==> src/rtl/rr_decode_arbiter_if.sv <==
// rtl/rr_decode_arbiter_if.sv - requester-side bus of the eight-way round-robin arbiter
interface rr_decode_arbiter_if;
  logic [7:0] i_req;
  logic       i_done;
  logic [7:0] o_gnt;
  logic [2:0] o_gnt_idx;
  logic       o_gnt_valid;
  logic       o_timeout;

  // Requester bank drives requests and release, observes grant
  modport master (
    output i_req,
    output i_done,
    input  o_gnt,
    input  o_gnt_idx,
    input  o_gnt_valid,
    input  o_timeout
  );

  // Arbiter consumes requests and release, drives grant
  modport slave (
    input  i_req,
    input  i_done,
    output o_gnt,
    output o_gnt_idx,
    output o_gnt_valid,
    output o_timeout
  );
endinterface

==> src/rtl/rr_decode_arbiter.sv <==
// rtl/rr_decode_arbiter.sv - eight-way round-robin arbiter with one-hot grant decode and hold watchdog
module rr_decode_arbiter #(
  parameter int MAX_HOLD = 0
) (
  input  logic               clk,
  input  logic               rst_n,
  rr_decode_arbiter_if.slave bus
);

  typedef enum logic [1:0] {
    ST_IDLE = 2'd0,
    ST_BUSY = 2'd1,
    ST_GAP  = 2'd2
  } state_t;

  // Last counter value at which an unreleased grant is forced off
  localparam logic [7:0] LP_HOLD_LAST = 8'(MAX_HOLD - 1);
  localparam bit         LP_HOLD_EN   = (MAX_HOLD != 0);

  state_t     r_state;
  logic [2:0] r_last;
  logic [2:0] r_gnt_idx;
  logic       r_gnt_valid;
  logic [7:0] r_gnt;
  logic       r_timeout;
  logic [7:0] r_hold;

  logic [2:0] w_sel_idx;
  logic       w_sel_found;
  logic       w_rel_done;
  logic       w_rel_withdraw;
  logic       w_rel_hold;
  logic       w_release;

  // Rotating priority search starting just after the last owner, wrapping 7 -> 0
  always_comb begin
    w_sel_idx   = 3'd0;
    w_sel_found = 1'b0;
    for (int k = 1; k <= 8; k++) begin
      if (!w_sel_found && bus.i_req[r_last + 3'(k)]) begin
        w_sel_idx   = r_last + 3'(k);
        w_sel_found = 1'b1;
      end
    end
  end

  assign w_rel_done     = bus.i_done;
  assign w_rel_withdraw = !bus.i_req[r_gnt_idx];
  assign w_rel_hold     = LP_HOLD_EN && (r_hold == LP_HOLD_LAST);
  assign w_release      = w_rel_done || w_rel_withdraw || w_rel_hold;

  // Grant FSM; the one-hot grant is registered so reset clears it with no stale glitch
  always_ff @(posedge clk or negedge rst_n) begin
    if (!rst_n) begin
      r_state     <= ST_IDLE;
      r_last      <= 3'd7;
      r_gnt_idx   <= 3'd0;
      r_gnt_valid <= 1'b0;
      r_gnt       <= 8'h00;
      r_timeout   <= 1'b0;
      r_hold      <= 8'd0;
    end else begin
      case (r_state)
        ST_IDLE: begin
          r_timeout <= 1'b0;
          if (w_sel_found) begin
            r_gnt_idx   <= w_sel_idx;
            r_last      <= w_sel_idx;
            r_gnt_valid <= 1'b1;
            r_gnt       <= 8'b1 << w_sel_idx;
            r_hold      <= 8'd0;
            r_state     <= ST_BUSY;
          end
        end
        ST_BUSY: begin
          if (w_release) begin
            r_gnt_valid <= 1'b0;
            r_gnt       <= 8'h00;
            // Watchdog pulse only when nothing else explains the release
            r_timeout   <= w_rel_hold && !w_rel_done && !w_rel_withdraw;
            r_state     <= ST_GAP;
          end else begin
            r_hold <= r_hold + 8'd1;
          end
        end
        ST_GAP: begin
          r_timeout <= 1'b0;
          r_state   <= ST_IDLE;
        end
        default: begin
          r_gnt_valid <= 1'b0;
          r_gnt       <= 8'h00;
          r_timeout   <= 1'b0;
          r_state     <= ST_IDLE;
        end
      endcase
    end
  end

  assign bus.o_gnt       = r_gnt;
  assign bus.o_gnt_idx   = r_gnt_idx;
  assign bus.o_gnt_valid = r_gnt_valid;
  assign bus.o_timeout   = r_timeout;

endmodule

==> src/flat_wrapper.sv <==
// flat-port wrapper written by rule: the top's interface ports become plain ports
module rr_decode_arbiter_flat 
#(
  parameter int MAX_HOLD = 0
)
  (clk, rst_n, bus_i_req, bus_i_done, bus_o_gnt, bus_o_gnt_idx, bus_o_gnt_valid, bus_o_timeout);
  rr_decode_arbiter_if bus_i ();
  input  logic clk;
  input  logic rst_n;
  input wire logic [$bits(bus_i.i_req)-1:0] bus_i_req;
  input wire logic [$bits(bus_i.i_done)-1:0] bus_i_done;
  output wire logic [$bits(bus_i.o_gnt)-1:0] bus_o_gnt;
  output wire logic [$bits(bus_i.o_gnt_idx)-1:0] bus_o_gnt_idx;
  output wire logic [$bits(bus_i.o_gnt_valid)-1:0] bus_o_gnt_valid;
  output wire logic [$bits(bus_i.o_timeout)-1:0] bus_o_timeout;
  assign bus_i.i_req = bus_i_req;
  assign bus_i.i_done = bus_i_done;
  assign bus_o_gnt = bus_i.o_gnt;
  assign bus_o_gnt_idx = bus_i.o_gnt_idx;
  assign bus_o_gnt_valid = bus_i.o_gnt_valid;
  assign bus_o_timeout = bus_i.o_timeout;
  rr_decode_arbiter #(.MAX_HOLD(MAX_HOLD)) u_core (.clk(clk), .rst_n(rst_n), .bus(bus_i));
endmodule
==> config.mk <==
export PLATFORM = sky130hd
export DESIGN_NAME = rr_decode_arbiter_flat
export DESIGN_NICKNAME = d
export VERILOG_FILES = /design/src/rtl/rr_decode_arbiter_if.sv /design/src/rtl/rr_decode_arbiter.sv /design/src/flat_wrapper.sv
export SDC_FILE = /design/constraint.sdc
export NUM_CORES = 1
export LEC_CHECK = 0
export CAP_MARGIN = 25
export CORE_MARGIN = 2
export CORE_UTILIZATION = 28
export DETAILED_ROUTE_END_ITERATION = 6
export PLACE_DENSITY_LB_ADDON = 0.1
export SETUP_SLACK_MARGIN = 0.5
export SLEW_MARGIN = 20
export SYNTH_ARGS = -nofsm -noshare
export SYNTH_HDL_FRONTEND = slang
export SYNTH_SLANG_ARGS = --single-unit
==> constraint.sdc <==
create_clock -name clk -period 4.9 [get_ports clk]
set_input_delay 0.98 -clock clk [delete_from_list [all_inputs] [get_ports clk]]
set_output_delay 0.98 -clock clk [all_outputs]
set_load 0.005 [all_outputs]
==> results of run 1 <==
[critical path, cell delays in order]
cell             delay (ns)
clkdlybuf4s50_1        0.60
mux4_2                 0.61
or4_4                  0.60
a211oi_1               0.31
a21oi_1                0.16
or2b_4                 0.35
nor2_4                 0.09
a32o_1                 0.25
[registers in the layout, summed over array words and instances (netlist names)]
register,flops
u_core.bus.o_gnt,8
u_core.bus.o_gnt_idx,3
u_core.bus.o_gnt_valid,1
u_core.r_last,3
u_core.r_state,2
[cells by family (layout without fill, tap and decap cells)]
group | after synthesis | count (layout) | synth area share
simple gates | 47 | 47 | 0.141
fa+ha+maj | 2 | 2 | 0.0134
xor+xnor | 4 | 4 | 0.0188
flops | 17 | 17 | 0.231
compound gates | 47 | 47 | 0.202
buf+inv | 17 | 32 | 0.0498
mux | 41 | 41 | 0.342
other cells | 1 | 1 | 0.00202
[cell usage after synthesis (all sizes together), types with 5 or more instances]
| library cell | n | area, um2 |
|---|---|---|
| o21ai | 10 | 53.8 |
| mux2i | 13 | 130 |
| nand2 | 15 | 56.3 |
| dfrtp | 14 | 350 |
| a32o | 6 | 60.1 |
| a21oi | 7 | 35.0 |
| nor2 | 10 | 45.0 |
| a21o | 5 | 37.5 |
| mux4 | 17 | 383 |
| nor3 | 7 | 35.0 |
| buf | 9 | 62.6 |
| mux2 | 11 | 124 |
[path summary, 6_finish.rpt]
kind	end	slack (ns)
min in group asynchronous	u_core.r_state[0]	1.19
min	u_core.bus.o_gnt_valid	0.49
min reg2reg	u_core.bus.o_gnt_valid	0.49
max in group asynchronous	u_core.bus.o_gnt[4]	3.19
max	u_core.bus.o_gnt[5]	1.09
max reg2reg	u_core.bus.o_gnt[5]	1.35
[per-layer routing]
metal  track usage  share of wire
met1         0.207           0.45
met2         0.234           0.49
met3        0.0202          0.045
met4        0.0260         0.0050
met5             0              0
[layout make-up]
class / instances / area, um2
multi-input cells: 142 / 1340
clock buffers: 3 / 41.3
inverters: 4 / 15.0
fillers: 663 / 4230
flip-flops and latches: 17 / 429
well taps: 77 / 96.3
repair buffers: 24 / 235
clock inverters: 1 / 5.00
[layout by cell type (no fill, tap or decap), drive strengths merged, types with 2 or more instances in the layout]
master,synthesis,final
clkbuf,4,3
a21oi,7,7
buf,9,2
or4,2,2
nor2b,3,3
inv,4,4
xnor2,3,3
ha,2,2
nand2,15,15
o211ai,2,2
dfstp,3,3
mux2i,13,13
mux4,17,17
or3,2,2
mux2,11,11
a211oi,2,2
nor2,10,10
o21ai,10,10
nor3,7,7
a32o,6,6
clkdlybuf4s50,0,22
dfrtp,14,14
o31ai,4,4
a2111oi,2,2
a21o,5,5
[through the flow]
step / hold WS (ns) / power (mW) / utilization / std cells
6_report: 0.486 / 1.71 / 0.338 / 268
4_1_cts: 0.490 / 1.73 / 0.338 / 268
3_3_place_gp: 0.463 / 1.62 / 0.331 / 264
5_1_grt: 0.520 / 1.87 / 0.338 / 268
3_5_place_dp: 0.471 / 1.62 / 0.331 / 264
2_1_floorplan: 0.471 / 1.32 / - / 176
[power by group]
| part | total, mW | switching (mW) | leakage (nW) | internal, mW |
|---|---|---|---|---|
| Sequential | 0.261 | 0.0588 | 0.215 | 0.202 |
| Clock | 0.107 | 0.0509 | 0.0255 | 0.0565 |
| Combinational | 1.35 | 0.733 | 0.552 | 0.613 |
| Total | 1.71 | 0.843 | 0.792 | 0.872 |
==> qor.yml, run 1 <==
outcome: "finished clean"
worst_pin_slew_ns: 0.823
setup_violations: 0
arrival_ns: 3.96
ctsHoldBuffers: 0
synthCells: 176
root_buffer: "clkbuf_8"
numCtsBuffers: 3
ys_seq_area_frac: 0.231
cts_tree: "done"
placed_area_um2: 2110
dp_worst_setup_slack_ns: 0.793
yosys_warnings: 0
cts_setup_buffers: 0
port_buffers: 22
antenna_found_initial: 0
vdd_drop_max_v: 0.000325
coreArea_um2: 6390
drv_slew: 0
crit_fanout: 14
worstSetupPathType: "input pin to flop"
area_growth_pct: 16.1
ys_ff_latch: 17
ant_nets: 0
wire_per_inst_um: 18.8
die_y_um: 85.5
hold_path_depth: 2
gp_congestion: 0.832
die_x_um: 85.5
crit_path_end_kind: "flop"
slew_headroom: 0.449
cp-start-kind: "input pin"
finalCritPeriodShare: 0.778
dieArea_um2: 7310
gr-total-overflow: 0
design_area_um2: 2160
hp-class: "flop to flop"
worstReg2RegStart: "u_core.r_last[0]"
setup_ws_ns: 1.09
synth_fp_nets: 189
fin_tns_setup_ns: 0
drcViolationCount: 0
max-cap-violations: 0
io_pins: 24
clockBufferDepth: 2
critical_path_required_ns: 5.04
grt_pass1_wl_um: 8380
clkTransAtPathRegs_ns: 0.07
post-route-min-period_ns: 3.81
startpoint: "bus_i_req[5]"
syn-cell-area_um2: 1860
synth_edf_count: 0
drive_gt1_frac: 0.251
final.setup_skew_ns: 0.00638
fp-row-count: 29
async_flop_share: 1.00
hold_violations: 0
hp-start: "u_core.bus.o_gnt_valid"
power-per-cell-area_nw_per_um2: 794
synth.distinct_cells: 54
via_per_inst: 5.78
drt_wl_total_um: 5040
r2r.worst_path.cells: 9
dpl.hpwl_um: 3780
cts.sinks: 17
track_usage: 0.144
fmaxAchievable_ghz: 0.262
n_antenna_cell: 0
first_iter_violations: 81
htree_levels: 1
start_util: 0.291
grt_max_degree: 26
p_leak_nw: 0.792
final_nets: 205
synth-main-ff-cell: "dfrtp_1"
cts_resized: 0
synth.avg_cell_area_um2: 10.6
grt_setup_unrepaired: "no"
grt_pass1_vias: 1622
clock_latency_ns: 0.26
firstDrtPassIters: 4
vias: 1550
Power figures use the tool's default switching activity.
==> run 2: changes to the inputs <==
Clock period 4.9 ns to 4 ns, I/O delays scaled along.
==> run 2 against run 1 <==
  * Routed wire length is 1.9% lower
  * Cell area rose by 1.2%
  * Critical path depth stayed put
  * Via count up 1.3%
  * Clock skew is 0.00056 ns higher
  * Critical path type is now flop to flop
==> qor.yml, run 2 (synthesis gave the netlist of run 1 again) <==
grt_pass1_wl_um: 8420
root_buffer: "clkbuf_8"
ant_nets: 0
firstDrtPassIters: 4
clock_latency_ns: 0.26
gr-total-overflow: 0
drv_slew: 0
largest_register_ffs: 8
r2r.worst_path.cells: 8
start_util: 0.291
critical_path_depth: 8
n_antenna_cell: 0
clockBufferDepth: 2
hold_violations: 0
hp-start: "u_core.bus.o_gnt_valid"
slowest_delay_ns: 0.61
crit_fanout: 23
htree_levels: 1
finalCritPeriodShare: 0.821
cpLargestDelayFamily: "compound AO/OA/AOI/OAI gates"
cp-start-kind: "flop"
drcViolationCount: 0
placed_area_um2: 2130
clkTransAtPathRegs_ns: 0.07
worst_pin_slew_ns: 0.779
grt_pass1_vias: 1566
hp-class: "flop to flop"
drt_wl_total_um: 4940
crit_path_end_kind: "flop"
cpMaxStageDelayCell: "mux4_2"
fin_tns_setup_ns: 0
die_x_um: 85.5
startpoint: "u_core.r_last[0]"
final_cell_mix: "mux4_2 (17), nand2_1 (15), clkdlybuf4s50_1 (14), dfrtp_1 (14), mux2i_1 (13)"
fp-row-count: 29
vdd_drop_max_v: 0.000297
setup_violations: 0
gp_congestion: 0.825
worstReg2RegStart: "u_core.r_last[0]"
track_usage: 0.144
worstSetupPathType: "flop to flop"
critical_path.cell_chain: "buf_4, mux4_2, or4_4, a2111oi_4, a211o_2, o211ai_4, nor2b_4, a32o_1"
wire_per_inst_um: 18.4
nFillCells: 672
fin_util: 0.342
numCtsBuffers: 3
whs_ns: 0.480
dieArea_um2: 7310
max-cap-violations: 0
vias: 1570
coreArea_um2: 6390
drive_gt1_frac: 0.267
fmaxAchievable_ghz: 0.304
p_leak_nw: 0.834
critical_path_required_ns: 4.15
hold_path_depth: 2
area_growth_pct: 17.6
design_area_um2: 2190
io_pins: 24
ctsHoldBuffers: 0
post-route-min-period_ns: 3.28
cts_setup_buffers: 0
cts.sinks: 17
slew_headroom: 0.479
port_buffers: 22
power-per-cell-area_nw_per_um2: 989
final_nets: 205
critPathBufInv: 1
cts_tree: "done"
mostFrequentLayoutCell: "mux4_2"
final.setup_skew_ns: 0.00694
first_iter_violations: 65
arrival_ns: 3.44
die_y_um: 85.5
antenna_found_initial: 0
grt_max_degree: 24
dpl.hpwl_um: 3800
via_per_inst: 5.86
grt_setup_unrepaired: "no"
outcome: "finished clean"
## run 2: cell count changes in the layout (fill, tap and decap cells not counted)
cell,before,now
ha_4,0,1
o31ai_2,0,1
clkdlybuf4s50_1,22,14
xnor2_2,0,1
o31ai_1,4,3
xnor2_1,3,2
ha_1,2,1
dlygate4sd2_1,0,5
dlymetal6s2s_1,0,3
## run 2: what timing repair did
item | 4_1_cts | 5_1_grt
pin swaps | 0 | 0
setup endpoints to repair | 5 | 12
gates resized for setup | 6 | 4
## run 2: report_power, final
part / switching [mW] / leakage (nW) / internal (mW)
sequential: 0.0852 / 0.215 / 0.249
clock: 0.0636 / 0.0255 / 0.0692
combinational: 0.911 / 0.593 / 0.785
## run 2: worst paths after layout
path	endpoint	slack, ns
worst max-delay path	u_core.bus.o_gnt[0]	0.72
min in group asynchronous	u_core.bus.o_gnt[4]	0.99
worst min register to register	u_core.bus.o_gnt_valid	0.48
worst min-delay path	u_core.bus.o_gnt_valid	0.48
worst max register to register	u_core.bus.o_gnt[0]	0.72
max in group asynchronous	u_core.bus.o_gnt_idx[1]	2.51
## run 2: tightest hold or removal path, cell delays in order, from the launching register on
cell     delay, ns
dfrtp_1       0.34
nand2_1       0.05
nand2_1       0.06
## run 2: stage by stage
step / setup WS [ns] / std cells / total power, mW
global route: 0.582 / 268 / 2.34
finish: 0.715 / 268 / 2.16
global placement: 0.235 / 264 / 2.01
floorplan: 0.567 / 176 / 1.63
CTS: 0.504 / 268 / 2.17
detailed placement: 0.192 / 264 / 2.01
## run 2: metal layers
metal | routed length (um) | GRT usage | part of all wire | up-vias
li1 | - | - | - | 731
met1 | 2230 | 0.204 | 0.45 | 793
met2 | 2510 | 0.234 | 0.51 | 44
met3 | 198 | 0.0231 | 0.040 | 2
met4 | 2 | 0.0289 | 0.00040 | 0
met5 | 0 | 0 | 0 | -
## run 2: cell type report
class / instances / area [um2] / share of cell area
clock inverters: 1 / 5.00 / 0.00229
inverters: 4 / 15.0 / 0.00686
repair buffers: 24 / 236 / 0.108
clock buffers: 3 / 41.3 / 0.0189
flip-flops and latches: 17 / 429 / 0.196
well taps: 77 / 96.3 / 0.0441
multi-input cells: 142 / 1360 / 0.624
==> run 3: changes to the inputs <==
Clock period 4 ns to 2.9 ns, I/O delays scaled along.
==> run 3 against run 2 <==
  * The run now ends with negative setup slack left
  * Combinational power is 110% higher
  * Non-clock buffer count is 74 higher
  * Sequential share of layout area is 4.8 points lower
  * Largest cell class unchanged
==> qor.yml, run 3 (synthesis gave the netlist of run 1 again) <==
outcome: "finished with violations"
violations: "negative setup slack"
dpl.hpwl_um: 4730
hp-class: "flop to flop"
clockBufferDepth: 2
fin_cells: 342
power.switching_mw: 1.77
slew_headroom: 0.488
drive_gt1_frac: 0.525
p_leak_nw: 1.21
ant_nets: 0
gr-total-overflow: 0
grt_setup_unrepaired: "yes"
vias: 1836
ctsHoldBuffers: 0
critical_path_required_ns: 3.04
worstSetupPathType: "flop to flop"
worst_pin_slew_ns: 0.765
fmaxAchievable_ghz: 0.335
crit_fanout: 7
setup_violations: 10
clkTransAtPathRegs_ns: 0.07
start_util: 0.291
die_x_um: 85.5
setup_ws_ns: -0.0863
crit_path_end_kind: "flop"
final.setup_skew_ns: 0.00573
power.internal_mw: 2.39
mostFrequentLayoutCell: "buf_4"
power_frac_comb: 0.846
clock_latency_ns: 0.25
firstDrtPassIters: 4
n_antenna_cell: 0
switching_share: 0.426
numCtsBuffers: 3
grt_max_degree: 18
drcViolationCount: 0
design_area_um2: 2890
vdd_drop_max_v: 0.000698
io_pins: 24
cts_tree: "done"
first_iter_violations: 80
placed_area_um2: 2670
nFillCells: 613
coreArea_um2: 6390
arrival_ns: 3.12
largest_register_ffs: 8
dieArea_um2: 7310
drt_wl_total_um: 6040
area_growth_pct: 55.3
track_usage: 0.167
fp-row-count: 29
finalCritPeriodShare: 1.03
port_buffers: 22
grt_pass1_vias: 1920
seq_area_um2: 429
multi_input_area_um2: 1450
power-per-cell-area_nw_per_um2: 1440
die_y_um: 85.5
root_buffer: "clkbuf_8"
wire_per_inst_um: 17.7
total_power_mw: 4.16
via_per_inst: 5.37
final_nets: 279
gp_congestion: 0.915
post-route-min-period_ns: 2.99
p_clk_frac: 0.041
cp-start-kind: "flop"
fin_tns_setup_ns: -0.442
grt_pass1_wl_um: 9830
place_inst: 327
pwr-share-seq: 0.113
drv_slew: 0
final_cell_mix: "buf_4 (65), mux4_2 (17), clkdlybuf4s50_1 (14), dfrtp_1 (14), mux2i_1 (13)"
antenna_found_initial: 0
max-cap-violations: 0
cts.sinks: 17
htree_levels: 1
hold_violations: 0
[run 3: changes by cell type in the layout (fill, tap and decap cells not counted), sizes merged]
cell and change:
dlymetal6s2s -3, dlygate4sd2 +3, buf +74
[run 3: final cells by class]
type | instances | share of cell area
clock buffers | 3 | 0.0143
clock inverters | 1 | 0.00173
inverters | 4 | 0.00606
multi-input cells | 142 | 0.502
flip-flops and latches | 17 | 0.149
well taps | 77 | 0.0333
repair buffers | 98 | 0.294
[run 3: what timing repair did]
action / CTS / global route
buffers inserted: 7 / 4
pin swaps: 8 / 9
setup endpoints to repair: 17 / 16
gates resized for setup: 14 / 18
[run 3: final timing paths]
check | from | endpoint | slack (ns) | cells after the start
setup reg to reg | u_core.r_last[0] | u_core.bus.o_gnt[7] | -0.09 | 9
max in group asynchronous | rst_n | u_core.bus.o_gnt_idx[2] | 1.64 | 1
setup / recovery | u_core.r_last[0] | u_core.bus.o_gnt[7] | -0.09 | 9
hold / removal | u_core.bus.o_gnt_valid | u_core.bus.o_gnt_valid | 0.49 | 2
min in group asynchronous | rst_n | u_core.bus.o_gnt_valid | 0.78 | 1
hold reg to reg | u_core.bus.o_gnt_valid | u_core.bus.o_gnt_valid | 0.49 | 2
[run 3: critical path: stages, from the launching register on]
cell	delay (ns)
dfstp_2	0.66
inv_2	0.08
ha_4	0.29
mux4_2	0.32
or4_4	0.57
a211oi_4	0.23
a21oi_2	0.10
or2b_4	0.29
nor2_4	0.07
a32o_1	0.26
[run 3: stage by stage]
stage	setup slack [ns]	util	hold WS (ns)
floorplan	-0.0757	-	0.284
global placement	-0.470	0.418	0.468
detailed placement	-0.507	0.418	0.478
CTS	-0.111	0.436	0.499
global route	-0.158	0.452	0.524
finish	-0.0863	0.452	0.487
[run 3: per-layer routing]
| layer | up-vias | part of all wire | global-route usage | routed length [um] |
|---|---|---|---|---|
| met5 | - | 0 | 0 | 0 |
| met3 | 2 | 0.029 | 0.0221 | 177 |
| met4 | 0 | 0.0018 | 0.0130 | 11 |
| li1 | 876 | - | - | - |
| met2 | 29 | 0.49 | 0.282 | 2990 |
| met1 | 929 | 0.47 | 0.240 | 2860 |
[run 3: power by group through the flow]
stage / clock network (mW) / registers, mW / logic [mW]
after detailed placement: 0 / 0.476 / 3.16
after global routing: 0.192 / 0.484 / 3.78
after CTS: 0.177 / 0.469 / 3.30
after floorplan: 0 / 0.400 / 1.97
after global placement: 0 / 0.476 / 3.14
final: 0.170 / 0.470 / 3.52
